==> src/rtl/lif_bank.sv <==
// Time-multiplexed bank of leaky integrate-and-fire neurons.
// One channel is updated per enabled cycle, round-robin.
module lif_bank #(
  parameter int NUM_CH     = 4,
  parameter int WIDTH      = 8,
  parameter int THRESH_DEF = 200,
  localparam int PW = (NUM_CH > 1) ? $clog2(NUM_CH) : 1
) (
  input  logic                    clk,
  input  logic                    rst_n,
  input  logic                    en,
  input  logic [NUM_CH*WIDTH-1:0] current,
  input  logic                    cfg_we,
  input  logic [1:0]              cfg_sel,
  input  logic [WIDTH-1:0]        cfg_data,
  input  logic                    clr_flags,
  output logic [WIDTH-1:0]        state_out,
  output logic [PW-1:0]           ch_out,
  output logic                    spike,
  output logic [NUM_CH-1:0]       spike_flags
);

  logic [WIDTH-1:0] state      [NUM_CH];
  logic [3:0]       refrac_cnt [NUM_CH];
  logic [WIDTH-1:0] threshold;
  logic [2:0]       leak_shift;
  logic [3:0]       refrac_period;
  logic [PW-1:0]    ptr;

  logic [WIDTH-1:0] cur;
  logic [WIDTH-1:0] st;
  logic [3:0]       rc;
  logic [WIDTH-1:0] leaked;
  logic [WIDTH:0]   sum;
  logic [WIDTH-1:0] sat;
  logic             in_ref;
  logic             fire;
  logic [WIDTH-1:0] nxt_state;

  // Datapath for the channel currently selected by ptr.
  always_comb begin
    cur       = current[WIDTH*int'(ptr) +: WIDTH];
    st        = state[ptr];
    rc        = refrac_cnt[ptr];
    leaked    = st - (st >> leak_shift);
    sum       = {1'b0, leaked} + {1'b0, cur};
    sat       = sum[WIDTH] ? '1 : sum[WIDTH-1:0];
    in_ref    = (rc != 4'd0);
    fire      = !in_ref && (sat >= threshold);
    nxt_state = (in_ref || fire) ? '0 : sat;
  end

  always_ff @(posedge clk or negedge rst_n) begin
    if (!rst_n) begin
      for (int i = 0; i < NUM_CH; i++) begin
        state[i]      <= '0;
        refrac_cnt[i] <= '0;
      end
      threshold     <= WIDTH'(THRESH_DEF);
      leak_shift    <= 3'd1;
      refrac_period <= 4'd2;
      ptr           <= '0;
      state_out     <= '0;
      ch_out        <= '0;
      spike         <= 1'b0;
      spike_flags   <= '0;
    end else begin
      spike <= 1'b0;
      if (en) begin
        state[ptr] <= nxt_state;
        if (in_ref)
          refrac_cnt[ptr] <= rc - 4'd1;
        else if (fire)
          refrac_cnt[ptr] <= refrac_period;
        state_out <= nxt_state;
        ch_out    <= ptr;
        spike     <= fire;
        ptr       <= ptr + 1'b1;
      end
      if (cfg_we) begin
        unique case (1'b1)
          cfg_sel == 2'd0: threshold     <= cfg_data;
          cfg_sel == 2'd1: leak_shift    <= cfg_data[2:0];
          cfg_sel == 2'd2: refrac_period <= cfg_data[3:0];
          default: ;
        endcase
      end
      // A fire on the clearing edge still leaves its flag set.
      if (clr_flags)
        spike_flags <= '0;
      if (en && fire)
        spike_flags[ptr] <= 1'b1;
    end
  end

endmodule

==> config.mk <==
export PLATFORM = sky130hd
export DESIGN_NAME = lif_bank
export DESIGN_NICKNAME = d
export VERILOG_FILES = /design/src/rtl/lif_bank.sv
export SDC_FILE = /design/constraint.sdc
export NUM_CORES = 1
export LEC_CHECK = 0
export ABC_AREA = 1
export CAP_MARGIN = 10
export CORE_MARGIN = 3
export CORE_UTILIZATION = 61
export CTS_BUF_LIST = sky130_fd_sc_hd__clkbuf_16
export CTS_CLUSTER_DIAMETER = 200
export CTS_CLUSTER_SIZE = 28
export DETAILED_ROUTE_END_ITERATION = 7
export PLACE_DENSITY = 0.86
export SLEW_MARGIN = 10
export SYNTH_ARGS = -nofsm -noshare
export SYNTH_HDL_FRONTEND = slang
export SYNTH_SLANG_ARGS = --single-unit
==> constraint.sdc <==
create_clock -name clk -period 10.2 [get_ports clk]
set_clock_uncertainty 0.1 [all_clocks]
set_input_delay 2.04 -clock clk [delete_from_list [all_inputs] [get_ports clk]]
set_output_delay 2.04 -clock clk [all_outputs]
set_load 0.1 [all_outputs]
==> results by group, run 1 <==
Route
  – DRT Wirelength: around 14 mm
  – Antenna-violating nets left: 0
  – First-pass iteration count of the detailed router: 7
  – Via count: between 4000 and 5000
  – Wire per inst: about 16 um
  – DRC Markers: 0
  – DRT iter0 DRCs: roughly 710
  – Number of vias per cell: 5.827

Worst setup path
  – Nature of the critical path endpoint: flop
  – Arrival time of the worst setup path: 6.47 ns
  – Worst path max stage delay: 0.63 ns
  – Cell mode on critical path: nand2_1
  – Worst EP required: just over 10 ns
  – Crit start category: flop
  – Slowest cell on the critical path: inv_1
  – Reg2reg path depth: 32
  – CP Class: reg -> reg
  – Worst-path fanout max: 25

Global routing
  – Total congestion overflow: 0
  – Vias in the first global route: approximately 4600
  – Met3 Usage GRT: 0.05551
  – Initial antenna violation count: 0
  – Largest net degree at the start of global routing: just over 80
  – First-pass GRT wire length: 22.23 mm
  – Met2 GRT Util: 0.4997
  – Met1 Use GR: 0.4224
  – Busiest grt layer: met2
  – Overall routing resource usage: 0.3144

Run
  – Max-Cap Viols: 0

Cells and area
  – Number of nets in the layout: 803
  – Area grow syn2layout: 19.04%
  – Share of layout cells above drive strength 1: 0.05890
  – Filler Cell Count: 595
  – # diodes: 0

Run status
  – Status: completed

Die
  – Io pins: between 60 and 70
  – DIE WIDTH: between 90 and 100 um
  – Die area: 0.009196 mm2
  – Rows: 32
  – Core area: just under 0.008 mm2
  – Initial Util: 0.6347
  – Die Span Y: between 90 and 100 um

Synthesis
  – Most frequent cells after synthesis: nand2_1, dfrtp_1, nand3_1
  – Synth top area share: 0.3807
  – Synth area leaders: dfrtp_1, nand2_1, ha_1, nand3_1, o21ai_0
  – Netlist cell types: 31
  – Seq cells post-synth: 80
  – Synth area leader: dfrtp_1
  – Post-synth ARST share: 1.000
  – Post-Synthesis Cell Area: roughly 0.005 mm2
  – Syn. warnings: 0
  – Syn_nets: about 750
  – Most used flip-flop cell after synthesis: dfrtp_1
  – Most common cell in the netlist: nand2_1
  – EDFF count, synth: 0
  – Sequential share of the synthesized area: 0.4074
  – Avg Cell Area, Syn: between 7 and 8 um2
  – Synth Instances: 673

Clock tree
  – CTS root buf: clkbuf_16
  – TritonCTS clock tree: yes
  – Htree depth: 3
  – Post-CTS setup repair buffer count: 0
  – Max clock buf depth: 2
  – CTS Buf Count: 9
  – CTS Sinks: 80
  – Post-cts resize count: 0
  – Worst skew pair latency: between 0.3 and 0.4 ns
  – Worst-path clk slew: approximately 0.06 ns
  – Hold buffer count at CTS: 0

STA
  – Final setup TNS: 0 ns
  – Final setup fails: 0
  – RSZ-0062 raised after global routing: no
  – Hold Vio Cnt, Final: 0
  – Slew margin rel.: 0.3387
  – Slew Limit Fails: 0
  – FMAX: approximately 160 MHz
  – Tcrit/Tclk final: 0.6195
  – Slew @ Worst Pin: ~0.99 ns
  – Clock period minus worst slack: 6.318 ns

Placement
  – GP Congestion: a little over 1
  – IO Port Bufs: 61
  – Hpwl dp: ~9.4 mm

Hold path
  – WHS Path Cells: 2
  – Hold Crit Class: reg -> reg
## cell families (layout without fill, tap and decap cells)
family / Yosys count / count (layout) / synth area share
flops: 80 / 80 / 0.4074
fa+ha+maj: 31 / 31 / 0.08173
compound gates: 111 / 111 / 0.1185
simple gates: 359 / 359 / 0.3074
xor+xnor: 10 / 10 / 0.01777
buf+inv: 82 / 139 / 0.06726
## flip-flops by register name, indices dropped and copies added (netlist names)
name / count
refrac_period: 4
spike_flags: 4
state: 32
state_out: 8
leak_shift: 3
refrac_cnt: 16
ptr: 2
threshold: 8
ch_out: 2
spike: 1
## metrics by stage
stage	cell area, um2	hold slack (ns)	cells	setup WS (ns)	util
after floorplan	4930	0.3439	673	5.198	-
after global placement	5578	0.3610	816	4.376	0.7181
after detailed placement	5578	0.3660	816	4.098	0.7181
after CTS	5868	0.3818	832	4.011	0.7555
after global routing	5868	0.4012	832	3.226	0.7555
final	5868	0.3810	832	3.882	0.7555
## worst max-delay path: cells and delay by family (launching register included)
kind            cells  cell delay, ns
simple gates       16            2.16
fa+ha+maj           4            1.22
flops               1            0.35
buf+inv             6            1.25
xor+xnor            1            0.14
compound gates      5            0.98
## final timing paths
check                                 startpoint                        end  slack [ns]
setup / recovery              ptr[1]$_DFFE_PN0P_      state[27]$_DFFE_PN0P_        3.88
hold / removal             ch_out[1]$_DFFE_PN0P_      ch_out[1]$_DFFE_PN0P_        0.38
setup reg to reg              ptr[1]$_DFFE_PN0P_      state[27]$_DFFE_PN0P_        3.88
hold reg to reg            ch_out[1]$_DFFE_PN0P_      ch_out[1]$_DFFE_PN0P_        0.38
max in group asynchronous                  rst_n         ptr[1]$_DFFE_PN0P_        7.59
min in group asynchronous                  rst_n  refrac_cnt[1]$_DFFE_PN0P_        1.76
## metal layers
layer	vias to the layer above	wire (um)
met5	-	0
met4	0	490
met3	51	1229
met2	242	6217
met1	2267	5604
li1	2288	-
## placed cells by master (no fill, tap or decap), types with 3 or more instances in the layout
master	instances
nor2_1	35
nand4_1	3
nand2_1	245
o21ai_0	43
clkdlybuf4s50_1	60
inv_1	56
nand3_1	58
nand2_2	7
clkbuf_16	9
dfstp_2	5
buf_4	4
xnor2_1	7
inv_2	5
ha_1	29
o21ai_1	35
nand2_4	4
a21oi_1	16
dfrtp_1	75
xor2_1	3
o22ai_1	12
## area by class of cell
cell class              instances  area, um2  area share
multi-input cells             511       2590      0.4414
flip-flops and latches         80       2008      0.3422
repair buffers                 64      630.6      0.1075
clock buffers                   9      225.2     0.03838
inverters                      59      221.5     0.03774
well taps                     102      127.6     0.02175
clock inverters                 7      65.06     0.01109
Power of run 1 is left out: the tool's default activity adds up to more than one toggle a clock period on the data nets, which glitch-free logic cannot reach.
==> inputs of run 2 (changes only) <==
Settings changed: CORE_UTILIZATION 61 to 51, PLACE_DENSITY 0.86 to 0.76.
Clock period 10.2 ns to 5.44 ns, I/O delays scaled along.
==> run 2 against run 1 <==
  * Cell count increased by 6.0%
  * Count of clock-buffer cells in the layout unchanged
  * Final area increased by 6.3%
  * Sequential share of layout area decreased by 2.0 points
  * Critical path depth increased by 1
==> results by group, run 2 (synthesized netlist as in run 1, its figures left out) <==
Worst setup path
  – Worst EP required: 5.59 ns (was 10.35 ns)
  – R2R Setup Slk: 0.18 ns (was 3.88 ns)
  – Slowest cell on the critical path: dfrtp_2 (was inv_1)
  – Worst-path fanout max: 10 (was 25)
  – Crit Reg-Reg Endpoint: state[20]$_DFFE_PN0P_ (was state[27]$_DFFE_PN0P_)
  – Worst Setup EP: state[20]$_DFFE_PN0P_ (was state[27]$_DFFE_PN0P_)
  – Crit start category: flop (unchanged)
  – Reg2reg path depth: 33 (was 32)
  – Arrival time of the worst setup path: 5.41 ns (was 6.47 ns)
  – Crit path from: ptr[0]$_DFFE_PN0P_ (was ptr[1]$_DFFE_PN0P_)
  – Reg2reg start: ptr[0]$_DFFE_PN0P_ (was ptr[1]$_DFFE_PN0P_)
  – Nature of the critical path endpoint: flop (unchanged)
  – CP Class: reg -> reg (unchanged)
  – Cell mode on critical path: nand2_1 (unchanged)
  – Worst path max stage delay: 0.45 ns (was 0.63 ns)

Route
  – DRT iter0 DRCs: 394 (was 712)
  – First-pass iteration count of the detailed router: 6 (was 7)
  – DRT Wirelength: 13.02 mm (was 13.54 mm)
  – Number of vias per cell: 5.361 (was 5.827)
  – DRC Markers: 0 (unchanged)
  – Antenna-violating nets left: 0 (unchanged)
  – Wire per inst: 14.76 um (was 16.28 um)
  – Via count: 4728 (was 4848)

Global routing
  – Initial antenna violation count: 0 (unchanged)
  – Met2 GRT Util: 0.3833 (was 0.4997)
  – Largest net degree at the start of global routing: 81 (unchanged)
  – Met1 Use GR: 0.3345 (was 0.4224)
  – Met3 Usage GRT: 0.04221 (was 0.05551)
  – Busiest grt layer: met2 (unchanged)
  – Total congestion overflow: 0 (unchanged)
  – Vias in the first global route: 4483 (was 4571)
  – First-pass GRT wire length: 21.56 mm (was 22.23 mm)
  – Overall routing resource usage: 0.2398 (was 0.3144)

Die
  – Die area: 0.01088 mm2 (was 0.009196 mm2)
  – Initial Util: 0.5285 (was 0.6347)
  – Core area: 0.009328 mm2 (was 0.007767 mm2)
  – Rows: 35 (was 32)
  – DIE WIDTH: 104.3 um (was 95.90 um)
  – Die Span Y: 104.3 um (was 95.90 um)
  – Io pins: 62 (unchanged)

Cells and area
  – Commonest non-fill, non-tap cell in the layout: nand2_1 (unchanged)
  – Leading cell types in the layout, fill and taps excluded: nand2_1, dfrtp_1, clkdlybuf4s50_1, nand3_1, inv_1 (unchanged)
  – Register area: 0.002011 mm2 (was 0.002008 mm2)
  – Final Util: 0.6685 (was 0.7555)
  – Area occupied by multi-input gates: 0.002664 mm2 (was 0.002590 mm2)
  – Largest reg by FF count: state (unchanged)
  – Biggest regs: state: 32 flops, refrac_cnt: 16 flops (unchanged)
  – Filler Cell Count: 763 (was 595)
  – Share of layout cells above drive strength 1: 0.1129 (was 0.05890)
  – # diodes: 0 (unchanged)
  – Max FFs per register: 32 (unchanged)
  – Design area: 0.006236 mm2 (was 0.005868 mm2)
  – Area grow syn2layout: 26.50% (was 19.04%)
  – Number of nets in the layout: 826 (was 803)
  – Final cell count without fillers: 882 (was 832)

STA
  – Final setup fails: 0 (unchanged)
  – Clock period minus worst slack: 5.264 ns (was 6.318 ns)
  – Hold Vio Cnt, Final: 0 (unchanged)
  – Slew @ Worst Pin: 0.9906 ns (was 0.9889 ns)
  – Slew margin rel.: 0.3375 (was 0.3387)
  – Hold_ws: 0.3805 ns (was 0.3810 ns)
  – Tcrit/Tclk final: 0.9676 (was 0.6195)
  – Slew Limit Fails: 0 (unchanged)
  – FMAX: 190.0 MHz (was 158.3 MHz)

Clock tree
  – Htree depth: 3 (unchanged)
  – Hold buffer count at CTS: 0 (unchanged)
  – Max clock buf depth: 2 (unchanged)
  – CTS Sinks: 80 (unchanged)
  – Worst-path clk slew: 0.06 ns (about the same)
  – CTS Buf Count: 9 (unchanged)
  – Worst skew pair latency: 0.33 ns (was 0.34 ns)
  – CTS root buf: clkbuf_16 (unchanged)
  – TritonCTS clock tree: yes (unchanged)

Placement
  – GP Congestion: 0.9892 (was 1.023)
  – IO Port Bufs: 61 (unchanged)
  – Cell count after placement: 858 (was 816)
  – Area of placed instances: 0.005724 mm2 (was 0.005578 mm2)
  – Hpwl dp: 9.182 mm (was 9.422 mm)

Hold path
  – Hold Crit Class: reg -> reg (unchanged)

Run
  – Max-Cap Viols: 0 (unchanged)

Run status
  – Status: completed (unchanged)
## run 2: layout make-up
type	instances	area share
multi-input combinational	511	0.4272
tap	129	0.02588
clock buffer	9	0.03612
inverter	59	0.03632
sequential	80	0.3224
timing repair buffer	87	0.1366
clock inverter	7	0.01545
## run 2: worst min path at each step
stage,startpoint,to,cells after the start,slack [ns]
detailed placement,state[13]$_DFFE_PN0P_,state[13]$_DFFE_PN0P_,2,0.36
CTS,state[13]$_DFFE_PN0P_,state[13]$_DFFE_PN0P_,2,0.38
global placement,state[13]$_DFFE_PN0P_,state[13]$_DFFE_PN0P_,2,0.36
global route,state[23]$_DFFE_PN0P_,state[23]$_DFFE_PN0P_,2,0.41
floorplan,state[13]$_DFFE_PN0P_,state[13]$_DFFE_PN0P_,2,0.34
finish,state[13]$_DFFE_PN0P_,state[13]$_DFFE_PN0P_,2,0.38
## run 2: repair_timing
| item | 4_1_cts | 5_1_grt |
|---|---|---|
| cloned | 0 | 2 |
| endpoints found under the setup margin | 56 | 61 |
| setup buffers | 0 | 6 |
| gates resized for setup | 3 | 31 |
| pin swaps | 0 | 7 |
## run 2: stage by stage
stage | setup TNS, ns | setup WS (ns)
global route | -1.500 | -0.06480
detailed placement | -2.536 | -0.1244
finish | 0 | 0.1764
CTS | 0 | 0.005429
floorplan | 0 | 0.4679
global placement | 0 | 0.05802
## run 2: layer usage
layer	share of wire	wire length, um	vias to the layer above
met4	0.013	172	0
met5	0	0	-
met2	0.47	6111	190
li1	-	-	2333
met3	0.069	904	16
met1	0.45	5827	2189
## run 2: critical path: cells and delay by family (launching register included)
| family | cells | cell delay, ns |
|---|---|---|
| compound gates | 7 | 1.00 |
| xor+xnor | 1 | 0.08 |
| fa+ha+maj | 4 | 1.15 |
| buf+inv | 6 | 0.75 |
| flops | 1 | 0.45 |
| simple gates | 15 | 1.62 |
Power of run 2 is left out for the same reason.
